`src/rtl/led_tick_ctrl.sv`:
```
// led_tick_ctrl: step-pulse rate generator plus debounced direction toggle for the LED shift register.
// Optional feature macro: LED_TICK_CTRL_SYNC_EN adds two-flop input synchronizers (latency 2).
// Ports:
//   clock      in   single clock, rising edge
//   i_reset_n  in   asynchronous active-low reset
//   i_enable   in   run switch, 1 = stepping enabled
//   i_sel      in   [1:0] rate select (R0..R3)
//   i_btn      in   raw bouncing push-button, 1 = pressed
//   o_valid    out  registered one-cycle step pulse
//   o_reverse  out  registered direction level, toggles once per debounced press
module led_tick_ctrl #(
   parameter int              NB_COUNTER = 32,
   parameter longint unsigned R0         = 100_000_000,
   parameter longint unsigned R1         = 50_000_000,
   parameter longint unsigned R2         = 25_000_000,
   parameter longint unsigned R3         = 12_500_000,
   parameter int              DEB_CYCLES = 1_000_000
) (
   input  logic       clock,
   input  logic       i_reset_n,
   input  logic       i_enable,
   input  logic [1:0] i_sel,
   input  logic       i_btn,
   output logic       o_valid,
   output logic       o_reverse
);
   localparam int DW = $clog2(DEB_CYCLES) + 1;
   typedef enum logic [1:0] {IDLE, PRESS_WAIT, PRESSED, RELEASE_WAIT} state_t;
   logic                  en_s;
   logic [1:0]            sel_s;
   logic                  btn_s;
   logic [NB_COUNTER-1:0] lim;
   logic [NB_COUNTER-1:0] cnt_q, cnt_d;
   logic                  valid_q, valid_d;
   state_t                state_q, state_d;
   logic [DW-1:0]         dcnt_q, dcnt_d;
   logic                  rev_q, rev_d;
   logic                  deb_done;
`ifdef LED_TICK_CTRL_SYNC_EN
   logic [3:0] sync1_q, sync2_q;
   always_ff @(posedge clock or negedge i_reset_n) begin
      if (!i_reset_n) begin
         sync1_q <= '0;
         sync2_q <= '0;
      end else begin
         sync1_q <= {i_enable, i_sel, i_btn};
         sync2_q <= sync1_q;
      end
   end
   assign {en_s, sel_s, btn_s} = sync2_q;
`else
   assign {en_s, sel_s, btn_s} = {i_enable, i_sel, i_btn};
`endif
   assign lim = sel_s == 2'd0 ? NB_COUNTER'(R0 - 1) :
                sel_s == 2'd1 ? NB_COUNTER'(R1 - 1) :
                sel_s == 2'd2 ? NB_COUNTER'(R2 - 1) : NB_COUNTER'(R3 - 1);
   // >= rather than == so a switch to a shorter period never wraps past the new limit
   always_comb begin
      cnt_d   = cnt_q;
      valid_d = 1'b0;
      if (en_s) begin
         valid_d = cnt_q >= lim;
         cnt_d   = (cnt_q >= lim) ? '0 : cnt_q + NB_COUNTER'(1);
      end
   end
   assign deb_done = dcnt_q == DW'(DEB_CYCLES - 1);
   always_comb begin
      state_d = state_q;
      rev_d   = rev_q;
      dcnt_d  = dcnt_q + DW'(1);
      case (state_q)
         IDLE:         if (btn_s) state_d = PRESS_WAIT;
         PRESS_WAIT:   if (!btn_s) state_d = IDLE;
                       else if (deb_done) begin
                          state_d = PRESSED;
                          rev_d   = ~rev_q;
                       end
         PRESSED:      if (!btn_s) state_d = RELEASE_WAIT;
         RELEASE_WAIT: if (btn_s) state_d = PRESSED;
                       else if (deb_done) state_d = IDLE;
      endcase
      if (state_d != state_q) dcnt_d = '0;
   end
   always_ff @(posedge clock or negedge i_reset_n) begin
      if (!i_reset_n) begin
         cnt_q   <= '0;
         valid_q <= 1'b0;
         state_q <= IDLE;
         dcnt_q  <= '0;
         rev_q   <= 1'b0;
      end else begin
         cnt_q   <= cnt_d;
         valid_q <= valid_d;
         state_q <= state_d;
         dcnt_q  <= dcnt_d;
         rev_q   <= rev_d;
      end
   end
   assign o_valid   = valid_q;
   assign o_reverse = rev_q;
endmodule
```
`config.mk`:
```
export PLATFORM = sky130hd
export DESIGN_NAME = led_tick_ctrl
export DESIGN_NICKNAME = d
export VERILOG_FILES = /design/src/rtl/led_tick_ctrl.sv
export SDC_FILE = /design/constraint.sdc
export NUM_CORES = 1
export LEC_CHECK = 0
export ABC_AREA = 1
export CELL_PAD_IN_SITES_DETAIL_PLACEMENT = 0
export CELL_PAD_IN_SITES_GLOBAL_PLACEMENT = 1
export CORE_ASPECT_RATIO = 1.4
export CORE_MARGIN = 5
export CORE_UTILIZATION = 45
export CTS_BUF_LIST = sky130_fd_sc_hd__clkbuf_8
export CTS_CLUSTER_SIZE = 16
export DETAILED_ROUTE_END_ITERATION = 12
export GPL_ROUTABILITY_DRIVEN = 0
export PLACE_DENSITY = 0.85
export SLEW_MARGIN = 25
export SYNTH_ARGS = -nofsm -noshare
export SYNTH_HDL_FRONTEND = slang
export SYNTH_SLANG_ARGS = --single-unit
```
`constraint.sdc`:
```
create_clock -name clock -period 1.99 [get_ports clock]
set_input_delay 0.2985 -clock clock [delete_from_list [all_inputs] [get_ports clock]]
set_output_delay 0.2985 -clock clock [all_outputs]
set_load 0.05 [all_outputs]
```
After elaboration in Yosys (flattened, before gate mapping) --
Index checks and enable logic that the tools add are counted.
Cells by class: muxes and demuxes 13, add/subtract/negate cells 2, reductions and logical operators 3, bitwise logic cells 1, order comparisons 1, equality and inequality tests 7
Operator list (count):
- adder 32 x 1 -> 32 bit (second input constant) | 1
- >= comparator 32 x 27 -> 1 bit | 1
- 2-to-1 mux 32 bit | 1
- 2-to-1 mux 27 bit | 1
- 2-to-1 mux 26 bit | 1
- 2-to-1 mux 25 bit | 1
- adder 21 x 1 -> 21 bit (second input constant) | 1
- == test 21 x 20 -> 1 bit (second input constant) | 1
- 2-to-1 mux 21 bit | 1
- 2-to-1 mux 2 bit | 6
- one-hot mux 2 bit (4 select lines) | 1
- == test 2 bit (second input constant) | 3
- == test 2 x 1 -> 1 bit (second input constant) | 2
- zero test 2 bit | 2
- AND reduction 3 bit | 1
- != test 2 bit | 1
- 2-to-1 mux 1 bit | 1
- inverter 1 bit | 1
Word-level totals: output and inout port bits 2, word-level logic and storage cells 32, bits in registers 57, bits of input ports 6

Longest topological paths before layout --
depth in word-level cells 6, gate-level depth with buffers 13, depth with buffers taken out 12

Worst setup path before layout --
No wires, ideal clock.
kind input to register, from in i_sel[0], to reg cnt_q[10], stages 12, data required time 1.848 ns, setup slack 0.304 ns, setup time 0.142 ns, buffers on the path 1, arrival 1.545 ns, path through inv_2 nor2_1 inv_1 ha_1 nand4_1 nor2_1 nand2_1 nor2_1 nand2_2 nand3_4 buf_6 a21oi_2
Between the ends: word-level cells in the longest chain between the ends 6, elaborated cells between the ends (all ways) 8, those cells by class 1 x order compare; 2 x eq/ne; 4 x mux; 1 x reduce/logical
RTL lines:
- start, declared | RTL line 22 | input logic [1:0] i_sel,
- == test 2 bit | RTL line 56 | sel_s == 2'd2 ? NB_COUNTER'(R2 - 1) : NB_COUNTER'(R3 - 1);
- 2-to-1 mux 25 bit | RTL line 56
- 2-to-1 mux 26 bit | RTL line 55 | sel_s == 2'd1 ? NB_COUNTER'(R1 - 1) :
- 2-to-1 mux 27 bit (*) | RTL line 54 | assign lim = sel_s == 2'd0 ? NB_COUNTER'(R0 - 1) :
- >= comparator 32 x 27 -> 1 bit (*) | RTL line 63 | cnt_d = (cnt_q >= lim) ? '0 : cnt_q + NB_COUNTER'(1);
- 2-to-1 mux 32 bit (*) | RTL line 63
- end signal, assigned | RTL line 92 | cnt_q <= cnt_d;
- end, declared | RTL line 33 | logic [NB_COUNTER-1:0] cnt_q, cnt_d;
Every way passes the cells marked *; elsewhere a longest branch is shown, timed or not. A chain may end at the register's enable or synchronous reset.

Worst setup path after layout --
from reg cnt_q[10], to reg cnt_q[2]
Between the ends: word-level cells in the longest chain between the ends 2
RTL lines (RTL line):
- >= comparator 32 x 27 -> 1 bit | 63
- 2-to-1 mux 32 bit | 63
No other way between the ends.

==> out/qor.csv <==
metric,value,unit
status,"finished, final reports clean",
ys.warnings.count,0,
yosys-top-cells-area,"dfrtp_1, nand2_1, nor2_1, ha_1, xor2_1",
seq_power_share,49.2,%
io_pins,8,
yosys.area.top_type,dfrtp_1,
worstPathMaxFanout,8,
dr.pass1.iters,4,
peakVddDrop,0.339,mV
syn-mean-instance-area,7.84,sq um
postPlaceCellArea,0.00397,sq mm
diodes,0,
grt_max_degree,38,
required,2250,ps
worst_slack,53.8,ps
cts.path.max_buffers,2,
row_count,38,
switching_power,0.734,mW
final_common_cell,nand2_1,
postLayoutCellArea,0.00419,sq mm
portBuffers,7,
p_clk_share,34.9,%
synth.distinct_cells,34,
grt_usage,18.0,%
hold_viol,0,
synth_cells,465,
syn_to_final_growth,14.9,%
tightest_slew,515,ps
synth_fp_nets,488,
drive_above_1_share,16.7,%
clkSinkCount,57,
final_cell_mix,"nand2_1, nor2_1, inv_1",
ys_async_sr_fraction,100,%
ys_seq_area_share,39.1,%
period_needed,1940,ps
power.leakage,1.88,nW
vias_per_cell,5.05,
setup_viol,0,
min_period_over_period,97.3,%
nNetsFinal,524,
grt_pass1_vias,3139,
dieHeight,116,um
htreeDepth,3,
relSlewSlack,65.4,%
vias,3050,
synth_edf_count,0,
p_per_area,625,mW/mm^2
clock.fmax,0.516,GHz
synthFlopType,dfrtp_1,
drc,0,
die_w,86.1,um
n_fill_cell,781,
path_class,reg2reg,
end_kind,flip-flop,
grt_pass1_wl,14.0,mm
start_util,46.5,%
p_int,1.89,mW
core-area,0.00785,sq mm
synth.top_cell.area_share,39.1,%
drt_iter0_drc,179,
p_sw_share,28.0,%
ant_nets,0,
antenna_found_initial,0,
fin_worst_skew,8.10,ps
cp_data_arrival_time,2190,ps
combinationalPowerShare,15.9,%
avgRoutedWirePerCell,13.5,um
cap_violations,0,
syn_area,0.00364,sq mm
dpl.cell_count,587,
ys_ff_latch,57,
instances_no_fill,604,
cts_tree,built,
place_hpwl,6.18,mm
place_ws,-557,ps
fin_hold_ws,380,ps
clkTransAtPathRegs,60,ps
drv_slew,0,
cts_buffers,9,
hold_path_class,in2reg,
clock_latency,340,ps
grt_overflow,0,
root_buffer,clkbuf_8,
die_area,0.0100,sq mm
critPathLaunchType,flip-flop,
drt-total-wl,8.14,mm
setup_tns,0,ps
[synth_stat cells, types with 2 or more instances]
| library cell | count |
|---|---|
| nor2_4 | 3 |
| nor4_1 | 2 |
| nand3_2 | 3 |
| xor2_1 | 24 |
| nand3_1 | 25 |
| ha_1 | 17 |
| or2_2 | 3 |
| nand2_1 | 98 |
| a21oi_2 | 20 |
| inv_1 | 55 |
| o21ai_0 | 6 |
| nand2_2 | 2 |
| nor3_2 | 2 |
| clkbuf_1 | 5 |
| xnor2_1 | 10 |
| inv_2 | 3 |
| nor2_1 | 72 |
| nor3_1 | 14 |
| dfrtp_1 | 57 |
| buf_6 | 4 |
| nand4_1 | 17 |
| a21oi_1 | 11 |
[layout make-up]
| type | instances | area [sq um] | area share (%) |
|---|---|---|---|
| Inverter | 58 | 218 | 5.20 |
| Timing Repair Buffer | 34 | 295 | 7.05 |
| Multi-Input combinational cell | 341 | 1960 | 46.8 |
| Clock inverter | 3 | 11.3 | 0.269 |
| Sequential cell | 57 | 1430 | 34.1 |
| Clock buffer | 11 | 151 | 3.61 |
| Tap cell | 100 | 125 | 2.99 |
[final timing paths]
check / from / end / slack, ps / cells past startpoint
max in group asynchronous: i_reset_n / cnt_q[28] / 940 / 3
max reg2reg: cnt_q[10] / cnt_q[2] / 50 / 11
min reg2reg: o_reverse / o_reverse / 470 / 1
max: cnt_q[10] / cnt_q[2] / 50 / 11
min in group asynchronous: i_reset_n / cnt_q[8] / 470 / 2
min: i_enable / o_valid / 380 / 3
[per-stage QoR]
step / utilization, % / total power, mW
6_report: 53.4 / 2.62
5_1_grt: 53.4 / 2.78
4_1_cts: 53.0 / 2.66
3_5_place_dp: 50.6 / 1.71
3_3_place_gp: 50.6 / 1.71
2_1_floorplan: - / 1.56
[power by group through the flow]
stage               Sequential (mW)  Clock, mW  Combinational (mW)
floorplan                      1.30          0               0.257
global route                   1.30       1.02               0.469
finish                         1.29      0.914               0.418
CTS                            1.29      0.962               0.413
global placement               1.31          0               0.397
detailed placement             1.31          0               0.404
[flip-flops by register name, indices dropped and copies added, names as in the netlist]
| register | count |
|---|---|
| cnt_q | 32 |
| dcnt_q | 21 |
| state_q | 2 |
| o_reverse | 1 |
| o_valid | 1 |
[worst max-delay path, cell delays in order, from the launching register on]
cell	delay (ps)
dfrtp_1	440
ha_1	310
nand2_1	80
nor2_1	50
nor2_1	100
nor2_1	60
nor2_1	130
nand2_1	100
nand2_2	130
nand3_4	140
buf_12	180
a21oi_1	120
[per-layer routing]
metal,share of wire [%],wire length [um],GRT usage [%]
met1,41,3340,19.1
met4,2.6,214,8.98
met5,0,0,0
met2,53,4320,33.6
met3,3.2,263,3.39
[what timing repair did]
action / in CTS / in global routing
pin swaps: 0 / 2
endpoints found under the hold margin: 20 / 0
resized for setup: 4 / 5
hold buffers: 1 / 0
setup endpoints to repair: 28 / 12
gates cloned: 1 / 0
buffers inserted: 0 / 1
[kinds of logic after synthesis]
| group | share of synthesized area [%] |
|---|---|
| flip-flops | 39.1 |
| adder cells (fa/ha/maj) | 5.84 |
| buffers and inverters | 7.93 |
| AND/OR/NAND/NOR | 30.9 |
| AO/OA/AOI/OAI | 8.03 |
| XOR/XNOR | 8.17 |
No activity file was read; power rests on OpenSTA's default activity.
